--- config.mk ---
export PLATFORM = sky130hd
export DESIGN_NAME = burst_rr_arbiter
export DESIGN_NICKNAME = d
export VERILOG_FILES = /design/src/rtl/burst_rr_arbiter.sv
export SDC_FILE = /design/constraint.sdc
export NUM_CORES = 1
export LEC_CHECK = 0
export CAP_MARGIN = 20
export CELL_PAD_IN_SITES_DETAIL_PLACEMENT = 1
export CELL_PAD_IN_SITES_GLOBAL_PLACEMENT = 1
export CORE_UTILIZATION = 37
export DETAILED_ROUTE_END_ITERATION = 10
export PLACE_DENSITY = 0.84
export SYNTH_ARGS = -nofsm -noshare
export SYNTH_HDL_FRONTEND = slang
export SYNTH_SLANG_ARGS = --single-unit
--- constraint.sdc ---
create_clock -name BUS_CLK -period 8.37 [get_ports BUS_CLK]
set_input_delay 0.837 -clock BUS_CLK [delete_from_list [all_inputs] [get_ports BUS_CLK]]
set_output_delay 0.837 -clock BUS_CLK [all_outputs]
set_load 0.02 [all_outputs]
--- src/rtl/burst_rr_arbiter.sv ---
// Burst-mode round-robin arbiter: merges WIDTH first-word-fall-through sources into one
// registered write stream, with per-grant burst limit and HOLD_REQ record locking.
module burst_rr_arbiter #(
  parameter int unsigned WIDTH     = 6,
  parameter int unsigned DSIZE     = 32,
  parameter int unsigned MAX_BURST = 16
) (
  input  logic                   BUS_CLK,
  input  logic                   BUS_RST_N,
  input  logic                   ENABLE,
  input  logic [WIDTH-1:0]       WRITE_REQ,
  input  logic [WIDTH-1:0]       HOLD_REQ,
  input  logic [WIDTH*DSIZE-1:0] DATA_IN,
  input  logic                   READY_IN,
  output logic [WIDTH-1:0]       READ_GRANT,
  output logic                   WRITE_OUT,
  output logic [DSIZE-1:0]       DATA_OUT,
  output logic [7:0]             GRANT_ID,
  output logic                   BUSY
);

  localparam int unsigned IW         = (WIDTH > 1) ? $clog2(WIDTH) : 1;
  localparam logic [7:0]  LAST_INIT  = 8'(WIDTH - 1);
  localparam logic [7:0]  BURST_LAST = 8'(MAX_BURST - 1);

  typedef enum logic {IDLE, GRANT} state_e;

  state_e           state_q, state_d;
  // sel_q doubles as the rotation pointer: it always equals "last" whenever the FSM is idle
  logic [7:0]       sel_q, sel_d;
  logic [7:0]       cnt_q, cnt_d;
  logic             write_out_q, write_out_d;
  logic [DSIZE-1:0] data_out_q, data_out_d;

  logic [DSIZE-1:0] words [WIDTH];
  logic             sel_req, sel_hold, pop, found;
  logic [7:0]       cand, next_sel;
  logic [WIDTH-1:0] read_grant;

  for (genvar g = 0; g < WIDTH; g++) begin : g_words
    assign words[g] = DATA_IN[g*DSIZE +: DSIZE];
  end

  assign sel_req  = WRITE_REQ[sel_q[IW-1:0]];
  assign sel_hold = HOLD_REQ[sel_q[IW-1:0]];

  // First requester after the pointer, wrapping modulo WIDTH.
  always_comb begin
    found    = 1'b0;
    next_sel = sel_q;
    cand     = '0;
    for (int unsigned k = 1; k <= WIDTH; k++) begin
      cand = 8'((32'(sel_q) + k) % WIDTH);
      if (!found && WRITE_REQ[cand[IW-1:0]]) begin
        found    = 1'b1;
        next_sel = cand;
      end
    end
  end

  always_comb begin
    state_d = state_q;
    sel_d   = sel_q;
    cnt_d   = cnt_q;
    pop     = 1'b0;
    case (state_q)
      IDLE: begin
        if (ENABLE && found) begin
          sel_d   = next_sel;
          cnt_d   = '0;
          state_d = GRANT;
        end
      end
      GRANT: begin
        pop = sel_req & READY_IN & ENABLE;
        if (pop && (cnt_q != 8'hFF)) cnt_d = cnt_q + 8'd1;
        if (!ENABLE || (!sel_req && !sel_hold) ||
            (pop && !sel_hold && (cnt_q >= BURST_LAST))) begin
          state_d = IDLE;
        end
      end
      default: state_d = IDLE;
    endcase
  end

  always_comb begin
    read_grant = '0;
    if (pop) read_grant[sel_q[IW-1:0]] = 1'b1;
    write_out_d = pop;
    data_out_d  = pop ? words[sel_q[IW-1:0]] : data_out_q;
  end

  always_ff @(posedge BUS_CLK or negedge BUS_RST_N) begin
    if (!BUS_RST_N) begin
      state_q     <= IDLE;
      sel_q       <= LAST_INIT;
      cnt_q       <= '0;
      write_out_q <= 1'b0;
      data_out_q  <= '0;
    end else begin
      state_q     <= state_d;
      sel_q       <= sel_d;
      cnt_q       <= cnt_d;
      write_out_q <= write_out_d;
      data_out_q  <= data_out_d;
    end
  end

  assign READ_GRANT = read_grant;
  assign WRITE_OUT  = write_out_q;
  assign DATA_OUT   = data_out_q;
  assign GRANT_ID   = sel_q;
  assign BUSY       = (state_q == GRANT);

endmodule

==> metrics.txt <==
kind of end point of the critical path flip-flop; Final period util roughly 94%; CTS sink count 50; post-synth top area share roughly 13%; DR WL/cell ~23 um; Die Span X ~160 um; endpoints failing setup 0; worst min path class flip-flop to flip-flop; Post-synth EDFFs 0; Avg Cell Area, Syn roughly 7.9 um2; clk_lat worst skew 0.30 ns; Max Root-Sink Buffers 2; CP Launch Point GRANT_ID[2]$_DFFE_PN1P_; Num CTS Buffers 5; Slew Limit Fails 0; CP Launch Type flip-flop; crit path kind flip-flop to flip-flop; die height approximately 160 um; row cnt a little under 60; footprint of the multi-input gates ~7800 um2; mux contribution to synthesized area between 10% and 20%; Required @ worst endpoint approximately 8.5 ns; leading area contributor after synthesis dfrtp_1; router iterations before antenna repair 5; port bufs roughly 260; setup_tns 0 ns; via count roughly 11000; FF+latch count, synth 50; f_max 127 MHz; Post-Syn Area roughly 9500 um2; Final WS setup roughly 0.49 ns; Crit path arrival time just over 8 ns; Synth area leaders dfrtp_1 (13%), mux4_2 (7.8%), mux2_2 (6.6%); top cells by count, synth nor2_1 (139), a21oi_1 (93), nand2_1 (86); Post-Layout Cell Count approximately 1800; initial antenna violation count 1; status complete, no violations; slew margin rel. between 30% and 40%; drt total wl a little over 40000 um; RSZ-0062 raised after global routing false; DRC violations left 0; global-route wire length before repair ~63000 um; number of global-route vias before repair between 10000 and 15000; Detailed Place HPWL around 33000 um; syn nets 1446; Fin Clk Skew between 0.004 and 0.005 ns; FF-to-FF Start GRANT_ID[2]$_DFFE_PN1P_; Clock Pin Slew Worst Setup and Hold Paths around 0.08 ns; dpl ws between 0.5 and 0.6 ns; layout net count roughly 1700; crit-path max FO 27; remaining antenna violation count 0; fraction of layout cells with a size suffix above 1 between 10% and 20%; pin count of the biggest net entering global routing 69; HP Start cnt_q[1]$_DFFE_PN0P_; Final Hold Vio Count 0; vias per cell 6.27; Synth cell types slightly above 100; largest family of logic cells by synthesized area compound AO/OA/AOI/OAI gates; Die ar. between 20000 and 30000 um2; Area growth, synth to finish 31.5%; Least-Margin Pin Slew approximately 0.9 ns; DP Cell Count approximately 1700; count leader, synth nor2_1; fin crit period 7.88 ns; Root Driver clkbuf_16; GRT Overall Usage slightly above 30%; post-synthesis xor/xnor area fraction 7.13%; Mapped Cells ~1200; max-capacitance violation count 0; Synth Area in Compound Gates a little under a third; Core ar. approximately 25000 um2; FFs w/ async S/R, synth 100%; CTS tree yes; H-tree depth 2; r2r setup slk ~0.49 ns; area of placed instances approximately 12000 um2; synth warn 0; FF+latch area 1260 um2; GRT overflow 0; Post-Synth Adder-Cell Area between 3 and 4%; Synth Flop Type dfrtp_1; simple-gate share of the synthesized area around 23%; initial DRC count slightly below 900; register area share after synthesis 13.2%; cell area after layout between 10000 and 15000 um2; top-level port count around 260; Initial Utilization between 30% and 40%; number of fill cells between 3000 and 4000; gpl congestion slightly above 0.9
-- worst max-delay path, cell delays in order (launching register included) --
cell	delay, ns
dfstp_4	0.81
ha_1	0.24
buf_4	0.26
nand2_1	0.15
nor3_1	0.21
a21oi_1	0.09
ha_1	0.32
nor4bb_1	0.27
o211ai_1	0.16
a211o_1	0.38
nand2_1	0.36
a31oi_1	0.20
and4_1	0.32
or2_1	0.28
o32ai_4	0.43
a211oi_1	0.14
o32a_1	0.50
or3_1	0.43
o21ai_1	0.15
buf_4	0.16
ha_1	0.29
nor3_1	0.23
a21oi_1	0.10
o21ai_2	0.15
a21oi_4	0.13
a21oi_4	0.45
nor4b_1	0.46
a211oi_2	0.07
-- cell type report --
cell class / instances / share of cell area (%)
diodes: 1 / 0.0200
clock buffers: 5 / 0.998
clock inverters: 3 / 0.230
inverters: 26 / 0.779
multi-input cells: 1061 / 62.6
flip-flops and latches: 50 / 10.1
well taps: 330 / 3.30
repair buffers: 283 / 22.0
-- cell usage in the layout, fill, tap and decap left out, types with 35 or more instances in the layout --
master / instances
o21ai_0: 60
a22oi_1: 42
a21oi_1: 93
dfrtp_1: 47
mux2_2: 56
xnor2_1: 57
nor3_1: 41
nor2_1: 138
nand2_1: 86
nand3_1: 35
clkdlybuf4s50_1: 254
-- cell families after synthesis --
family                     count (synthesis)
xor gates and xnor gates                  75
AOI/OAI and AO/OA                        402
buffers and inverters                     99
muxes                                    122
adders and majority gates                 31
and+or+nand+nor                          431
DFF                                       50
-- flip-flops by register name, summed over array words and instances (netlist names) --
signal / flops
WRITE_OUT: 1
GRANT_ID: 8
DATA_OUT: 32
BUSY: 1
cnt_q: 8
-- routing by layer --
metal	track usage, %	vias up	share of wire, %
met5	0	-	0
met4	11.8	0	3.7
met3	3.00	68	4.2
met2	55.6	351	52
met1	36.2	5511	40
li1	-	5095	-
-- final timing paths --
check / endpoint / cells past startpoint
worst min-delay path: cnt_q[1]$_DFFE_PN0P_ / 1
worst min register to register: cnt_q[1]$_DFFE_PN0P_ / 1
min in group asynchronous: DATA_OUT[7]$_DFFE_PN0P_ / 2
worst max-delay path: GRANT_ID[6]$_DFFE_PN0P_ / 27
worst max register to register: GRANT_ID[6]$_DFFE_PN0P_ / 27
max in group asynchronous: GRANT_ID[1]$_DFFE_PN0P_ / 2
-- what timing repair did --
item,in CTS,in global routing
endpoints found under the setup margin,0,7
buffers inserted,0,0
hold buffers,0,0
gates resized for setup,0,2
-- through the flow --
| step | hold WS (ns) | util, % |
|---|---|---|
| 5_1_grt | 0.570 | 49.6 |
| 6_report | 0.522 | 49.6 |
| 2_1_floorplan | 0.468 | - |
| 4_1_cts | 0.527 | 49.5 |
| 3_5_place_dp | 0.508 | 48.9 |
| 3_3_place_gp | 0.482 | 48.9 |
Power is left out: the tool's default activity adds up to more than one toggle a clock period on the data nets, which glitch-free logic cannot reach.
